$ cat src/rtl/pic_pkg.sv
`default_nettype none
// ============================================================================
//  Module      : pic_pkg
//  Description : Shared types, OCW2 command encodings and one-hot helpers
//                for the interrupt controller blocks.
//  Revision    : 1.0 - initial release
// ============================================================================
package pic_pkg;

    // Acknowledge sequencer states
    typedef enum logic [1:0] {
        ST_IDLE = 2'd0,
        ST_ACK1 = 2'd1,
        ST_GAP  = 2'd2,
        ST_ACK2 = 2'd3
    } ack_state_t;

    // OCW2 {R, SL, EOI} command field
    localparam logic [2:0] C_OCW2_ROT_AEOI_CLR = 3'b000;
    localparam logic [2:0] C_OCW2_NS_EOI       = 3'b001;
    localparam logic [2:0] C_OCW2_NOP          = 3'b010;
    localparam logic [2:0] C_OCW2_SP_EOI       = 3'b011;
    localparam logic [2:0] C_OCW2_ROT_AEOI_SET = 3'b100;
    localparam logic [2:0] C_OCW2_ROT_NS_EOI   = 3'b101;
    localparam logic [2:0] C_OCW2_SET_PRIORITY = 3'b110;
    localparam logic [2:0] C_OCW2_ROT_SP_EOI   = 3'b111;

    // Level reported for an acknowledge with no pending request
    localparam logic [7:0] C_SPURIOUS_LEVEL = 8'h80;

    // Reset value of the lowest-priority pointer (IR0 highest priority)
    localparam logic [2:0] C_ROTATE_RESET = 3'b111;

    // Binary index of a one-hot byte; the highest set bit wins if not one-hot
    function automatic logic [2:0] encode8(input logic [7:0] onehot);
        logic [2:0] idx;
        idx = 3'd0;
        for (int i = 0; i < 8; i++) begin
            if (onehot[i]) begin
                idx = 3'(i);
            end
        end
        return idx;
    endfunction

    // One-hot byte from a binary level
    function automatic logic [7:0] onehot8(input logic [2:0] level);
        return 8'h01 << level;
    endfunction

endpackage : pic_pkg
`default_nettype wire

$ cat src/rtl/interrupt_ack_controller.sv
`default_nettype none
// ============================================================================
//  Module      : interrupt_ack_controller
//  Description : Sequences the two-pulse INTA acknowledge, supplies the
//                vector byte, and generates EOI / priority-rotation commands
//                from OCW2 writes and automatic-EOI mode.
//  Revision    : 1.0 - initial release
// ============================================================================
module interrupt_ack_controller
    import pic_pkg::*;
(
    input  logic       clock,
    input  logic       reset,
    input  logic       inta_n,
    input  logic [7:0] interrupt_request,
    input  logic [7:0] highest_level_in_service,
    input  logic       ocw2_write,
    input  logic [7:0] ocw2_data,
    input  logic [4:0] icw2_vector,
    input  logic       auto_eoi,
    output logic       int_out,
    output logic [7:0] interrupt,
    output logic       latch_in_service,
    output logic [7:0] end_of_interrupt,
    output logic [2:0] priority_rotate,
    output logic       freeze,
    output logic [7:0] data_out,
    output logic       data_out_enable
);

    ack_state_t state_q, state_d;
    logic       inta_q;
    logic [7:0] ack_level_q, ack_level_d;
    logic       spurious_q, spurious_d;
    logic [7:0] interrupt_q, interrupt_d;
    logic       latch_q, latch_d;
    logic [7:0] eoi_q, eoi_d;
    logic [2:0] rotate_q, rotate_d;
    logic       auto_rotate_q, auto_rotate_d;

    logic       inta_fall;
    logic       inta_rise;
    logic       ack_done;
    logic [2:0] ocw2_cmd;
    logic [2:0] ocw2_level;
    logic       unused_ocw2_bits;

    assign inta_fall        = inta_q & ~inta_n;
    assign inta_rise        = ~inta_q & inta_n;
    assign ocw2_cmd         = ocw2_data[7:5];
    assign ocw2_level       = ocw2_data[2:0];
    assign unused_ocw2_bits = ^ocw2_data[4:3];

    // Registered copy of INTA for edge detection
    always_ff @(posedge clock) begin
        if (reset) begin
            inta_q <= 1'b1;
        end else begin
            inta_q <= inta_n;
        end
    end

    // State and output registers
    always_ff @(posedge clock) begin
        if (reset) begin
            state_q       <= ST_IDLE;
            ack_level_q   <= 8'h00;
            spurious_q    <= 1'b0;
            interrupt_q   <= 8'h00;
            latch_q       <= 1'b0;
            eoi_q         <= 8'h00;
            rotate_q      <= C_ROTATE_RESET;
            auto_rotate_q <= 1'b0;
        end else begin
            state_q       <= state_d;
            ack_level_q   <= ack_level_d;
            spurious_q    <= spurious_d;
            interrupt_q   <= interrupt_d;
            latch_q       <= latch_d;
            eoi_q         <= eoi_d;
            rotate_q      <= rotate_d;
            auto_rotate_q <= auto_rotate_d;
        end
    end

    // Acknowledge sequencer: capture on first INTA, finish on second
    always_comb begin
        state_d     = state_q;
        ack_level_d = ack_level_q;
        spurious_d  = spurious_q;
        interrupt_d = 8'h00;
        latch_d     = 1'b0;
        ack_done    = 1'b0;
        case (state_q)
            ST_IDLE: begin
                if (inta_fall) begin
                    state_d = ST_ACK1;
                    latch_d = 1'b1;
                    if (interrupt_request == 8'h00) begin
                        // Request withdrew before INTA: report level 7, set no ISR bit
                        ack_level_d = C_SPURIOUS_LEVEL;
                        spurious_d  = 1'b1;
                        interrupt_d = 8'h00;
                    end else begin
                        ack_level_d = interrupt_request;
                        spurious_d  = 1'b0;
                        interrupt_d = interrupt_request;
                    end
                end
            end
            ST_ACK1: begin
                if (inta_rise) begin
                    state_d = ST_GAP;
                end
            end
            ST_GAP: begin
                if (inta_fall) begin
                    state_d = ST_ACK2;
                end
            end
            ST_ACK2: begin
                if (inta_rise) begin
                    state_d  = ST_IDLE;
                    ack_done = 1'b1;
                end
            end
            default: begin
                state_d = ST_IDLE;
            end
        endcase
    end

    // EOI and rotation: automatic path first, OCW2 merged on top
    always_comb begin
        eoi_d         = 8'h00;
        rotate_d      = rotate_q;
        auto_rotate_d = auto_rotate_q;

        if (ack_done && auto_eoi && !spurious_q) begin
            eoi_d = ack_level_q;
        end
        if (ack_done && auto_rotate_q) begin
            rotate_d = encode8(ack_level_q);
        end

        if (ocw2_write) begin
            case (ocw2_cmd)
                C_OCW2_NS_EOI: begin
                    eoi_d = eoi_d | highest_level_in_service;
                end
                C_OCW2_SP_EOI: begin
                    eoi_d = eoi_d | onehot8(ocw2_level);
                end
                C_OCW2_ROT_NS_EOI: begin
                    eoi_d = eoi_d | highest_level_in_service;
                    // Nothing in service means nothing to rotate around
                    if (highest_level_in_service != 8'h00) begin
                        rotate_d = encode8(highest_level_in_service);
                    end
                end
                C_OCW2_ROT_SP_EOI: begin
                    eoi_d    = eoi_d | onehot8(ocw2_level);
                    rotate_d = ocw2_level;
                end
                C_OCW2_SET_PRIORITY: begin
                    rotate_d = ocw2_level;
                end
                C_OCW2_ROT_AEOI_SET: begin
                    auto_rotate_d = 1'b1;
                end
                C_OCW2_ROT_AEOI_CLR: begin
                    auto_rotate_d = 1'b0;
                end
                default: begin
                end
            endcase
        end
    end

    assign int_out          = (state_q == ST_IDLE) && (interrupt_request != 8'h00);
    assign freeze           = (state_q != ST_IDLE);
    assign interrupt        = interrupt_q;
    assign latch_in_service = latch_q;
    assign end_of_interrupt = eoi_q;
    assign priority_rotate  = rotate_q;
    assign data_out_enable  = (state_q == ST_ACK2);
    assign data_out         = (state_q == ST_ACK2) ? {icw2_vector, encode8(ack_level_q)} : 8'h00;

endmodule : interrupt_ack_controller
`default_nettype wire

$ cat config.mk
export PLATFORM = sky130hd
export DESIGN_NAME = interrupt_ack_controller
export DESIGN_NICKNAME = d
export VERILOG_FILES = /design/src/rtl/pic_pkg.sv /design/src/rtl/interrupt_ack_controller.sv
export SDC_FILE = /design/constraint.sdc
export NUM_CORES = 1
export LEC_CHECK = 0
export CAP_MARGIN = 20
export CORE_MARGIN = 8
export CORE_UTILIZATION = 45
export DETAILED_ROUTE_END_ITERATION = 10
export GPL_ROUTABILITY_DRIVEN = 0
export PLACE_DENSITY = 0.84
export SLEW_MARGIN = 10
export SYNTH_ARGS = -nofsm -noshare
export SYNTH_HDL_FRONTEND = slang
export SYNTH_SLANG_ARGS = --single-unit
$ cat constraint.sdc
create_clock -name clock -period 3.8 [get_ports clock]
set_input_delay 0.76 -clock clock [delete_from_list [all_inputs] [get_ports clock]]
set_output_delay 0.76 -clock clock [all_outputs]
set_load 0.05 [all_outputs]
==> Yosys cells after proc, flatten, opt, wreduce, memory -nomap -nowiden <==
Index checks and enable logic that the tools add are counted.
W data, S select, Z words.
{ "classes": {"eq_ne": 13, "shifts": 1, "n_mux": 33, "bitwise_logic": 8, "n_reduce_logical": 20} }
{ "ops": {"columns": ["operator", "count"], "rows": [
  ["$mux W3", 15],
  ["$mux W8", 4],
  ["$or A8 B8 Y8", 2],
  ["$pmux W8 S2", 1],
  ["$reduce_bool A8 Y1", 2],
  ["$eq A3 B3 Y1 const B", 4],
  ["$logic_not A8 Y1", 1],
  ["$mux W2", 4],
  ["$pmux W2 S4", 1],
  ["$reduce_or A2 Y1", 4],
  ["$shl A1 B3 Y8 const A", 1],
  ["$mux W1", 6],
  ["$ne A2 B2 Y1 const B", 3],
  ["$pmux W3 S2", 1],
  ["$eq A2 B2 Y1 const B", 2],
  ["$logic_and A1 B1 Y1", 4],
  ["$not A1 Y1", 4],
  ["$reduce_and A2 Y1", 2],
  ["$reduce_and A4 Y1", 1],
  ["$reduce_bool A2 Y1", 2],
  ["$reduce_or A4 Y1", 1],
  ["$eq A3 B1 Y1 const B", 1],
  ["$eq A3 B2 Y1 const B", 1],
  ["$logic_not A3 Y1", 1],
  ["6 further kinds", 7]
]} }
{ "word_totals": {"register_bits": 33, "in_bits": 34, "out_inout_bits": 31, "word_cells": 84} }

==> Depth between registers and ports, before layout <==
{ "logic_depth": {"word_depth": 11, "mapped_depth": 6} }

==> Worst setup path before layout <==
OpenSTA, ideal clock, no wires.
{ "synth_timing": {"path_type": "reg2out", "startpoint": "reg state_q[0]", "endpoint": "out data_out[0]", "arrival_ns": 1.835, "setup_slack_ns": 1.205, "path_stages_with_launch": 4, "path_buffers": 0, "cell_sequence": "dfxtp_1 -> ha_1 -> inv_1 -> a21oi_1"} }
{ "synth_between": {"elab_chain_len": 2} }
{ "synth_rtl": {"columns": ["item", "line_no", "text"], "rows": [
  ["from (decl)", "interrupt_ack_controller.sv:31", "ack_state_t state_q, state_d;"],
  ["from (signal assigned)", "interrupt_ack_controller.sv:75", "state_q <= state_d;"],
  ["$eq A2 B2 Y1", null, null],
  ["named net data_out_enable", "interrupt_ack_controller.sv:28", "output logic data_out_enable"],
  ["$mux W8", "interrupt_ack_controller.sv:187", "assign data_out = (state_q == ST_ACK2) ? {icw2_vector, encode8(ack_level_q)} : 8'h00;"],
  ["to (decl)", "interrupt_ack_controller.sv:27", "output logic [7:0] data_out,"]
]} }
The timed path passes the listed nets, and every way through them passes these cells.

==> Final worst setup path <==
{ "layout_timing": {"startpoint": "in interrupt_request[0]", "endpoint": "out int_out"} }
{ "layout_between": {"elab_chain_len": 2} }
{ "layout_rtl": {"columns": ["item", "line_no", "text"], "rows": [
  ["from (decl)", "interrupt_ack_controller.sv:15", "input logic [7:0] interrupt_request,"],
  ["$reduce_bool A8 Y1", "interrupt_ack_controller.sv:180", "assign int_out = (state_q == ST_IDLE) && (interrupt_request != 8'h00);"],
  ["$logic_and A1 B1 Y1", "interrupt_ack_controller.sv:180", null],
  ["to (decl)", "interrupt_ack_controller.sv:21", "output logic int_out,"]
]} }
Every way passes these cells.

==> results.sh <==
export IMPL_status="finished, final reports clean"
export IMPL_setup_viol=0
export IMPL_grt_pass1_wl_mm=7.734
export IMPL_critPathMaxStageDelay_ns=0.70
export IMPL_min_path_type="reg2reg"
export IMPL_cp_end_kind="output pin"
export IMPL_finalClockSkew_ns=0.007207
export IMPL_yosysWarnings=0
export IMPL_ant_nets=0
export IMPL_regArea_um2=660.6
export IMPL_clk_latency_ns=0.29
export IMPL_rsz0062_at_grt="no"
export IMPL_synth_edf_count=0
export IMPL_grt_overflow=0
export IMPL_cp_max_fo=3
export IMPL_syn_to_final_growth_pct=46.35
export IMPL_grt_pass1_vias=1603
export IMPL_hold_violations=0
export IMPL_max_cap_viol_count=0
export IMPL_drt_pass1_iterations=4
export IMPL_critPathTopFamily="buffers and inverters"
export IMPL_die_w_um=76.79
export IMPL_critPathLaunchType="input pin"
export IMPL_port_buffers=62
export IMPL_synthFlopType="dfxtp_1"
export IMPL_synth_top_area_frac=0.3973
export IMPL_synth_top_cell_by_area="dfxtp_1"
export IMPL_cp_data_required_time_ns=3.04
export IMPL_clk_pin_slew_ns=0.07
export IMPL_synthArstFlopShare=0
export IMPL_cts_path_max_buffers=2
export IMPL_synthTopCellsByArea="dfxtp_1 40%, nor2_1 5.6%, and2_1 5.3%"
export IMPL_timing_final_crit_share=0.9130
export IMPL_first_iter_violations=153
export IMPL_fin_crit_ns=3.469
export IMPL_slew_headroom=0.5458
export IMPL_holdPathStages=2
export IMPL_die_h_um=76.79
export IMPL_avgViaCountPerCell=5.523
export IMPL_stdcell_count=310
export IMPL_post_cts_resized=0
export IMPL_worst_r2r_path_depth=5
export IMPL_cp_arrival_ns=2.71
export IMPL_post_route_util=0.6749
export IMPL_ys_top_cells_by_count="33 x dfxtp_1, 25 x nor2_1, 21 x nand2_1"
export IMPL_cts_tree="done"
export IMPL_p_per_area_mw_per_mm2=444.4
export IMPL_antenna_found_initial=0
export IMPL_syn_nets=238
export IMPL_wl_mm=4.642
export IMPL_post_cts_buffers=0
export IMPL_antennaDiodeCount=0
export IMPL_tns_ns=0
export IMPL_multiInputGateArea_um2=927.1
export IMPL_drc=0
export IMPL_clock_sinks=33
export IMPL_netlist_instances=200
export IMPL_core_area_mm2=0.003606
export IMPL_final_nets=299
export IMPL_syn_area_mm2=0.001663
export IMPL_worstSetupPathType="in2out"
export IMPL_root_buffer="clkbuf_8"
export IMPL_htree_levels=2
export IMPL_ir_drop_v=0.0004424
export IMPL_drv_slew=0
export IMPL_cts_inserted_buffers=5
export IMPL_leakagePower_nw=0.8971
export IMPL_worstPathCellList="clkdlybuf4s50_1 -> or4_1 -> nor2_1 -> nor2_1 -> clkdlybuf4s50_1"
export IMPL_layout_drive_gt1_share=0.06489
export IMPL_yosysSeqAreaShare=0.3973
export IMPL_fp_row_count=22
export IMPL_cp_depth=5
export IMPL_place_inst=302
export IMPL_cp_slowest_cell="clkdlybuf4s50_1"
export IMPL_holdBufCountCts=0
export IMPL_wire_per_inst_um=14.97
export IMPL_io_pins=65
export IMPL_synth_most_common_cell="dfxtp_1"
export IMPL_synth_seq_cells=33
export IMPL_grt_start_max_net_pins=19
export IMPL_filler_cell_count=296
export IMPL_via_count=1712
export IMPL_grt_use_total=0.1569
export IMPL_fmax_mhz=288.2
export IMPL_post_synth_num_cell_types=45
export IMPL_tightest_slew_ns=0.6757
export IMPL_whs_ns=0.4727
export IMPL_dp_final_hpwl_mm=3.500
export IMPL_crit_buf_inv=2
export IMPL_postSynthAreaPerCell_um2=8.314
export IMPL_start_util=0.4611
export IMPL_die_area_mm2=0.005897
## layout make-up
cell class / instances / area share
clock buffer: 6 / 0.03393
clock inverter: 2 / 0.01542
inverter: 10 / 0.01542
multi-input combinational: 148 / 0.3810
sequential: 33 / 0.2715
tap: 48 / 0.02468
timing repair buffer: 63 / 0.2581
## placed cells by master, fill, tap and decap left out, types with 2 or more instances in the layout
cell type        count
and2_1              14
inv_1               10
a32oi_1              8
ha_1                 4
o2bb2ai_1            2
o21ai_0              8
nand2_1             21
nor2b_1              3
a41oi_1              2
or3_1                2
dfxtp_1             33
or4_1                2
clkbuf_8             6
clkdlybuf4s50_1     62
or4_4                2
nor4_1               3
a21oi_1             16
nand4b_1             2
and4b_1              2
nor2_1              25
nand2b_1             3
nor3_1               3
a22o_1               5
## tightest hold or removal path: stages (launching register included)
cell and delay, ns:
dfxtp_1 0.32, nand2_1 0.05, a21oi_1 0.05
## metal layers
metal / track usage / routed length (µm) / vias up
met3: 0.06177 / 357 / 5
li1: - / - / 849
met4: 0.06154 / 68 / 0
met1: 0.1849 / 2077 / 803
met5: 0 / 0 / -
met2: 0.2481 / 2139 / 55
## stage by stage
| stage | worst slack, ns | power (W) | instance area [µm²] |
|---|---|---|---|
| CTS | 0.3102 | 0.001088 | 2434 |
| floorplan | 1.205 | 0.0006209 | 1663 |
| global placement | 0.3376 | 0.0007374 | 2313 |
| detailed placement | 0.3203 | 0.0007430 | 2313 |
| global route | 0.2104 | 0.001136 | 2434 |
| finish | 0.3307 | 0.001081 | 2434 |
## logic make-up after synthesis
| logic type | share of synthesized area |
|---|---|
| compound gates | 0.2423 |
| mux | 0.006020 |
| fa+ha+maj | 0.03010 |
| simple gates | 0.2792 |
| buf+inv | 0.04515 |
| flops | 0.3973 |
## final timing paths
| check | from | end | slack [ns] |
|---|---|---|---|
| worst max-delay path | interrupt_request[0] | int_out | 0.33 |
| worst min-delay path | ack_level_q[1]$_SDFFE_PP0P_ | ack_level_q[1]$_SDFFE_PP0P_ | 0.47 |
| worst max register to register | state_q[0]$_SDFFE_PP0P_ | end_of_interrupt[6]$_SDFF_PP0_ | 1.88 |
| worst min register to register | ack_level_q[1]$_SDFFE_PP0P_ | ack_level_q[1]$_SDFFE_PP0P_ | 0.47 |
## power breakdown
group	leakage [nW]	switching, W	internal, W	total, W
registers	0.270	0.0000228	0.000375	0.000398
clock network	0.0574	0.000130	0.000213	0.000343
logic	0.570	0.000209	0.000132	0.000341
total	0.897	0.000361	0.000720	0.00108
## sequential cells by signal, summed over array words and instances, names as in the netlist
| register | cells |
|---|---|
| latch_in_service | 1 |
| ack_level_q | 8 |
| auto_rotate_q | 1 |
| interrupt | 8 |
| priority_rotate | 3 |
| spurious_q | 1 |
| inta_q | 1 |
| end_of_interrupt | 8 |
| state_q | 2 |
No activity file was read; power rests on OpenSTA's default activity.
